--- src/rtl/sipo_deframer_if.sv ---
// Serial-in / parallel-out deframer bus: serial line in, word handshake out.
interface sipo_deframer_if #(
   parameter int unsigned WIDTH = 4
);
   logic             serial_in;
   logic [WIDTH-1:0] parallel_out;
   logic             out_valid;
   logic             out_ready;
   logic             parity_err;
   logic             overrun;
   logic             busy;

   // Deframer side: consumes the serial line and presents words.
   modport slave (
      input  serial_in,
      input  out_ready,
      output parallel_out,
      output out_valid,
      output parity_err,
      output overrun,
      output busy
   );

   // Line driver / word consumer side.
   modport master (
      output serial_in,
      output out_ready,
      input  parallel_out,
      input  out_valid,
      input  parity_err,
      input  overrun,
      input  busy
   );
endinterface

--- src/rtl/sipo_deframer.sv ---
// Deframes start-bit + LSB-first payload (+ optional even parity) into words
// with a one-deep valid/ready output holding register and sticky overrun flag.
module sipo_deframer #(
   parameter int unsigned WIDTH     = 4,
   parameter int unsigned PARITY_EN = 1
) (
   input  logic           clk,
   input  logic           rst,
   sipo_deframer_if.slave bus
);
   localparam int unsigned CNT_W      = $clog2(WIDTH);
   localparam bit          HAS_PARITY = (PARITY_EN != 0);

   typedef enum logic [1:0] {
      IDLE   = 2'd0,
      DATA   = 2'd1,
      PARITY = 2'd2
   } state_t;

   state_t             state_q;
   logic [CNT_W-1:0]   cnt_q;
   logic [CNT_W-1:0]   cnt_d;
   logic [WIDTH-1:0]   shift_q;
   logic [WIDTH-1:0]   shift_d;
   logic [WIDTH-1:0]   parallel_q;
   logic               valid_q;
   logic               perr_q;
   logic               ovr_q;

   logic               last_bit_c;
   logic               frame_done_c;
   logic [WIDTH-1:0]   payload_c;
   logic               mismatch_c;

   // Shift/count next values and frame-completion decode for the current edge.
   always_comb begin
      shift_d      = {bus.serial_in, shift_q[WIDTH-1:1]};
      cnt_d        = cnt_q + CNT_W'(1);
      last_bit_c   = (cnt_q == CNT_W'(WIDTH - 1));
      frame_done_c = 1'b0;
      payload_c    = shift_q;
      mismatch_c   = 1'b0;
      if (HAS_PARITY) begin
         if (state_q == PARITY) begin
            frame_done_c = 1'b1;
            mismatch_c   = (^shift_q) ^ bus.serial_in;
         end
      end else if ((state_q == DATA) && last_bit_c) begin
         // Without parity the last payload bit completes the frame on this edge.
         frame_done_c = 1'b1;
         payload_c    = shift_d;
      end
   end

   // Frame FSM plus output holding register; reset overrides everything.
   always_ff @(posedge clk) begin
      if (rst) begin
         state_q    <= IDLE;
         cnt_q      <= '0;
         shift_q    <= '0;
         parallel_q <= '0;
         valid_q    <= 1'b0;
         perr_q     <= 1'b0;
         ovr_q      <= 1'b0;
      end else begin
         case (state_q)
            IDLE: begin
               if (bus.serial_in) begin
                  state_q <= DATA;
                  cnt_q   <= '0;
               end
            end
            DATA: begin
               shift_q <= shift_d;
               cnt_q   <= cnt_d;
               if (last_bit_c) begin
                  state_q <= HAS_PARITY ? PARITY : IDLE;
               end
            end
            PARITY: begin
               state_q <= IDLE;
            end
            default: begin
               state_q <= IDLE;
            end
         endcase

         // A completed frame lands only if the held word is empty or leaving now.
         if (frame_done_c) begin
            if (!valid_q || bus.out_ready) begin
               parallel_q <= payload_c;
               perr_q     <= mismatch_c;
               valid_q    <= 1'b1;
            end else begin
               ovr_q <= 1'b1;
            end
         end else if (valid_q && bus.out_ready) begin
            valid_q <= 1'b0;
         end
      end
   end

   assign bus.parallel_out = parallel_q;
   assign bus.out_valid    = valid_q;
   assign bus.parity_err   = perr_q;
   assign bus.overrun      = ovr_q;
   assign bus.busy         = (state_q != IDLE);

endmodule

--- src/flat_wrapper.sv ---
// flat-port wrapper written by rule: the top's interface ports become plain ports
module sipo_deframer_flat 
#(
   parameter int unsigned WIDTH     = 4,
   parameter int unsigned PARITY_EN = 1
)
  (clk, rst, bus_serial_in, bus_out_ready, bus_parallel_out, bus_out_valid, bus_parity_err, bus_overrun, bus_busy);
  sipo_deframer_if #(.WIDTH(WIDTH)) bus_i ();
  input  logic clk;
  input  logic rst;
  input wire logic [$bits(bus_i.serial_in)-1:0] bus_serial_in;
  input wire logic [$bits(bus_i.out_ready)-1:0] bus_out_ready;
  output wire logic [$bits(bus_i.parallel_out)-1:0] bus_parallel_out;
  output wire logic [$bits(bus_i.out_valid)-1:0] bus_out_valid;
  output wire logic [$bits(bus_i.parity_err)-1:0] bus_parity_err;
  output wire logic [$bits(bus_i.overrun)-1:0] bus_overrun;
  output wire logic [$bits(bus_i.busy)-1:0] bus_busy;
  assign bus_i.serial_in = bus_serial_in;
  assign bus_i.out_ready = bus_out_ready;
  assign bus_parallel_out = bus_i.parallel_out;
  assign bus_out_valid = bus_i.out_valid;
  assign bus_parity_err = bus_i.parity_err;
  assign bus_overrun = bus_i.overrun;
  assign bus_busy = bus_i.busy;
  sipo_deframer #(.WIDTH(WIDTH), .PARITY_EN(PARITY_EN)) u_core (.clk(clk), .rst(rst), .bus(bus_i));
endmodule
--- config.mk ---
export PLATFORM = sky130hd
export DESIGN_NAME = sipo_deframer_flat
export DESIGN_NICKNAME = d
export VERILOG_FILES = /design/src/rtl/sipo_deframer_if.sv /design/src/rtl/sipo_deframer.sv /design/src/flat_wrapper.sv
export SDC_FILE = /design/constraint.sdc
export NUM_CORES = 1
export LEC_CHECK = 0
export CORE_AREA = 4 4 41 43
export DETAILED_ROUTE_END_ITERATION = 8
export DIE_AREA = 0 0 45 47
export PLACE_DENSITY_LB_ADDON = 0.05
export SKIP_CTS_REPAIR_TIMING = 1
export SYNTH_ARGS = -nofsm -noshare
export SYNTH_HDL_FRONTEND = slang
export SYNTH_SLANG_ARGS = --single-unit
--- constraint.sdc ---
create_clock -name clk -period 2.4 [get_ports clk]
set_clock_uncertainty 0.15 [all_clocks]
set_input_delay 0.72 -clock clk [delete_from_list [all_inputs] [get_ports clk]]
set_output_delay 0.72 -clock clk [all_outputs]
set_load 0.02 [all_outputs]
==> metrics.md <==
| Metric | Value |
|---|---|
| Max VDD drop | 0.305 mV |
| Slew headroom | 0.585 |
| Power per cell area | 583 nW/µm² |
| Pins Over Slew Limit | 0 |
| Starting density of the core | 0.453 |
| First-pass GRT wire length | 1.68 mm |
| Simple-gate area share of the yosys netlist | 0.144 |
| Fmax | 432 MHz |
| Synthesized instance count | 55 |
| Post-DRT Antenna Nets | 0 |
| Reg2reg start | u_core.state_q[0] |
| Dpl cells | 79 |
| Post-DR wirelength/cell | 11.7 µm |
| Worst-Margin Slew | 0.621 ns |
| Mean Syn Cell Area | 10.7 µm² |
| CP arrival | 1.45 ns |
| Synth top area share | 0.510 |
| Critical path origin | u_core.state_q[0] |
| Synth Area in Compound Gates | 0.0637 |
| PortBufs | 11 |
| Final setup violation count | 0 |
| Post-synthesis adder-cell area fraction | 0.0212 |
| Leakage | 0.324 nW |
| Vias | 393 |
| Row count | 13 |
| Post-Route WL | 971 µm |
| Vias/cell | 4.73 |
| Largest net degree at the start of global routing | 12 |
| Post-Synth XOR/XNOR Area | 0.0679 |
| Sequential-to-total area share from yosys stat | 0.510 |
| Yosys Warn Count | 0 |
| First-pass iteration count of the detailed router | 3 |
| Post-Place Worst Slack | 0.273 ns |
| Total CTS buffers | 3 |
| Core area | 1300 µm² |
| Total power | 0.000430 W |
| Largest family of logic cells by synthesized area | multiplexers |
| Distinct cells, synth | 18 |
| Clk_lat worst skew | 0.27 ns |
| Clock-pin slew on the worst setup and hold paths | 0.08 ns |
| Area growth, synth to finish | 25.3% |
| Min-delay src | u_core.bus.parallel_out[3] |
| Initial antenna violation count | 0 |
| CTS max path bufs | 2 |
| RePlAce Congestion | 0.682 |
| Share of layout cells above drive strength 1 | 0.0882 |
| Final setup TNS | 0 ns |
| Critical Path Sink Type | output pin |
| Die area | 2120 µm² |
| Max_cap viols | 0 |
| Starting DRT DRC Count | 4 |
| Final core occ | 0.567 |
| Most area-consuming cells after synthesis | dfxtp_1 (51%), mux2i_1 (17%), nor2_1 (7.6%) |
| WS Path Type | reg -> out |
| Worst Path Required | 1.53 ns |
| CTS Root Buffer Type | clkbuf_4 |
| Period utilization | 0.965 |
| Mux contribution to synthesized area | 0.170 |
| Die height | 47 µm |
| RSZ-0062 raised after global routing | no |
| Total Routing Usage GR | 0.113 |
| Hold Vio Cnt, Final | 0 |
| Ant. Diodes | 0 |
| Synthesis-stage register bit count | 15 |
| Mapped Nets | 60 |
| CTS tree | built |
| Layout Cells excl Fill | 83 |
| Ports | 12 |
| Worst Hold Class | reg -> reg |
| Vias in the first global route | 392 |
| GRT overflow | 0 |
| # DRC | 0 |
| HPWL after DPL | 717 µm |
| Die width | 45 µm |
| Cell area after synthesis | 589 µm² |
| Final worst slack | 0.0828 ns |
| Clock Sinks | 15 |
| Crit path max fanout | 5 |
| Cell taking the most area after synthesis | dfxtp_1 |
| Fin crit period | 2.32 ns |
| CTS HTree Levels | 1 |
| CP startpoint kind | flop |
| Final net count | 74 |
| Status | finished clean |
## logic make-up (layout without fill, tap and decap cells)
family,Yosys count,in the layout
simple gates,18,18
flops,15,15
mux,10,10
compound gates,5,5
xor+xnor,3,3
buf+inv,3,16
fa+ha+maj,1,1
## power by group
| part | switching [W] | total, W | internal (W) |
|---|---|---|---|
| clock network | 0.0000740 | 0.000138 | 0.0000644 |
| registers | 0.00000425 | 0.000258 | 0.000253 |
| logic | 0.0000155 | 0.0000341 | 0.0000186 |
| total | 0.0000938 | 0.000430 | 0.000336 |
## cell usage after synthesis
master	instances
a21oi_1	1
nand2b_1	3
and3b_1	1
nor2b_1	1
o21ba_2	1
o21bai_1	1
ha_1	1
a22oi_1	1
xor2_1	1
nor2_1	12
xnor3_1	1
buf_2	2
a211oi_1	1
xnor2_1	1
clkbuf_1	1
dfxtp_1	15
mux2i_1	10
or2_2	1
## cells in the final DEF (no fill, tap or decap), types with 3 or more instances in the layout
| master | n |
|---|---|
| clkdlybuf4s50_1 | 11 |
| dfxtp_1 | 15 |
| clkbuf_4 | 3 |
| mux2i_1 | 10 |
| nor2_1 | 12 |
| nand2b_1 | 3 |
## worst max-delay path, stage by stage (launching register included)
cell             delay [ns]
dfxtp_1                0.35
or2_2                  0.29
clkdlybuf4s50_1        0.54
## area by class of cell
class,count,area (µm²)
well taps,15,18.8
clock buffers,4,26.3
multi-input cells,37,275
repair buffers,12,118
fillers,132,563
flip-flops and latches,15,300
## sequential cells by signal, indices dropped and copies added, names as in the netlist
register	flops
u_core.bus.overrun	1
u_core.bus.parallel_out	4
u_core.state_q	2
u_core.payload_c	4
u_core.bus.parity_err	1
u_core.bus.out_valid	1
u_core.cnt_q	2
## stage by stage
stage,instance area [µm²],hold WS [ns]
3_5_place_dp,712,0.345
5_1_grt,738,0.382
6_report,738,0.358
4_1_cts,738,0.361
3_3_place_gp,712,0.338
2_1_floorplan,589,0.304
## final timing paths
path	to	slack, ns	cells past startpoint
setup / recovery	bus_busy	0.08	2
hold / removal	u_core.bus.parallel_out[3]	0.36	2
setup reg to reg	u_core.payload_c[2]	0.91	3
hold reg to reg	u_core.bus.parallel_out[3]	0.36	2
## metal layers
| metal | vias to the layer above | wire length [µm] | track usage | share of wire |
|---|---|---|---|---|
| li1 | 210 | - | - | - |
| met1 | 173 | 495 | 0.142 | 0.51 |
| met2 | 8 | 408 | 0.164 | 0.42 |
| met3 | 2 | 61 | 0.0421 | 0.063 |
| met4 | 0 | 6 | 0.0702 | 0.0062 |
| met5 | - | 0 | 0 | 0 |
No activity file was read; power rests on OpenSTA's default activity.
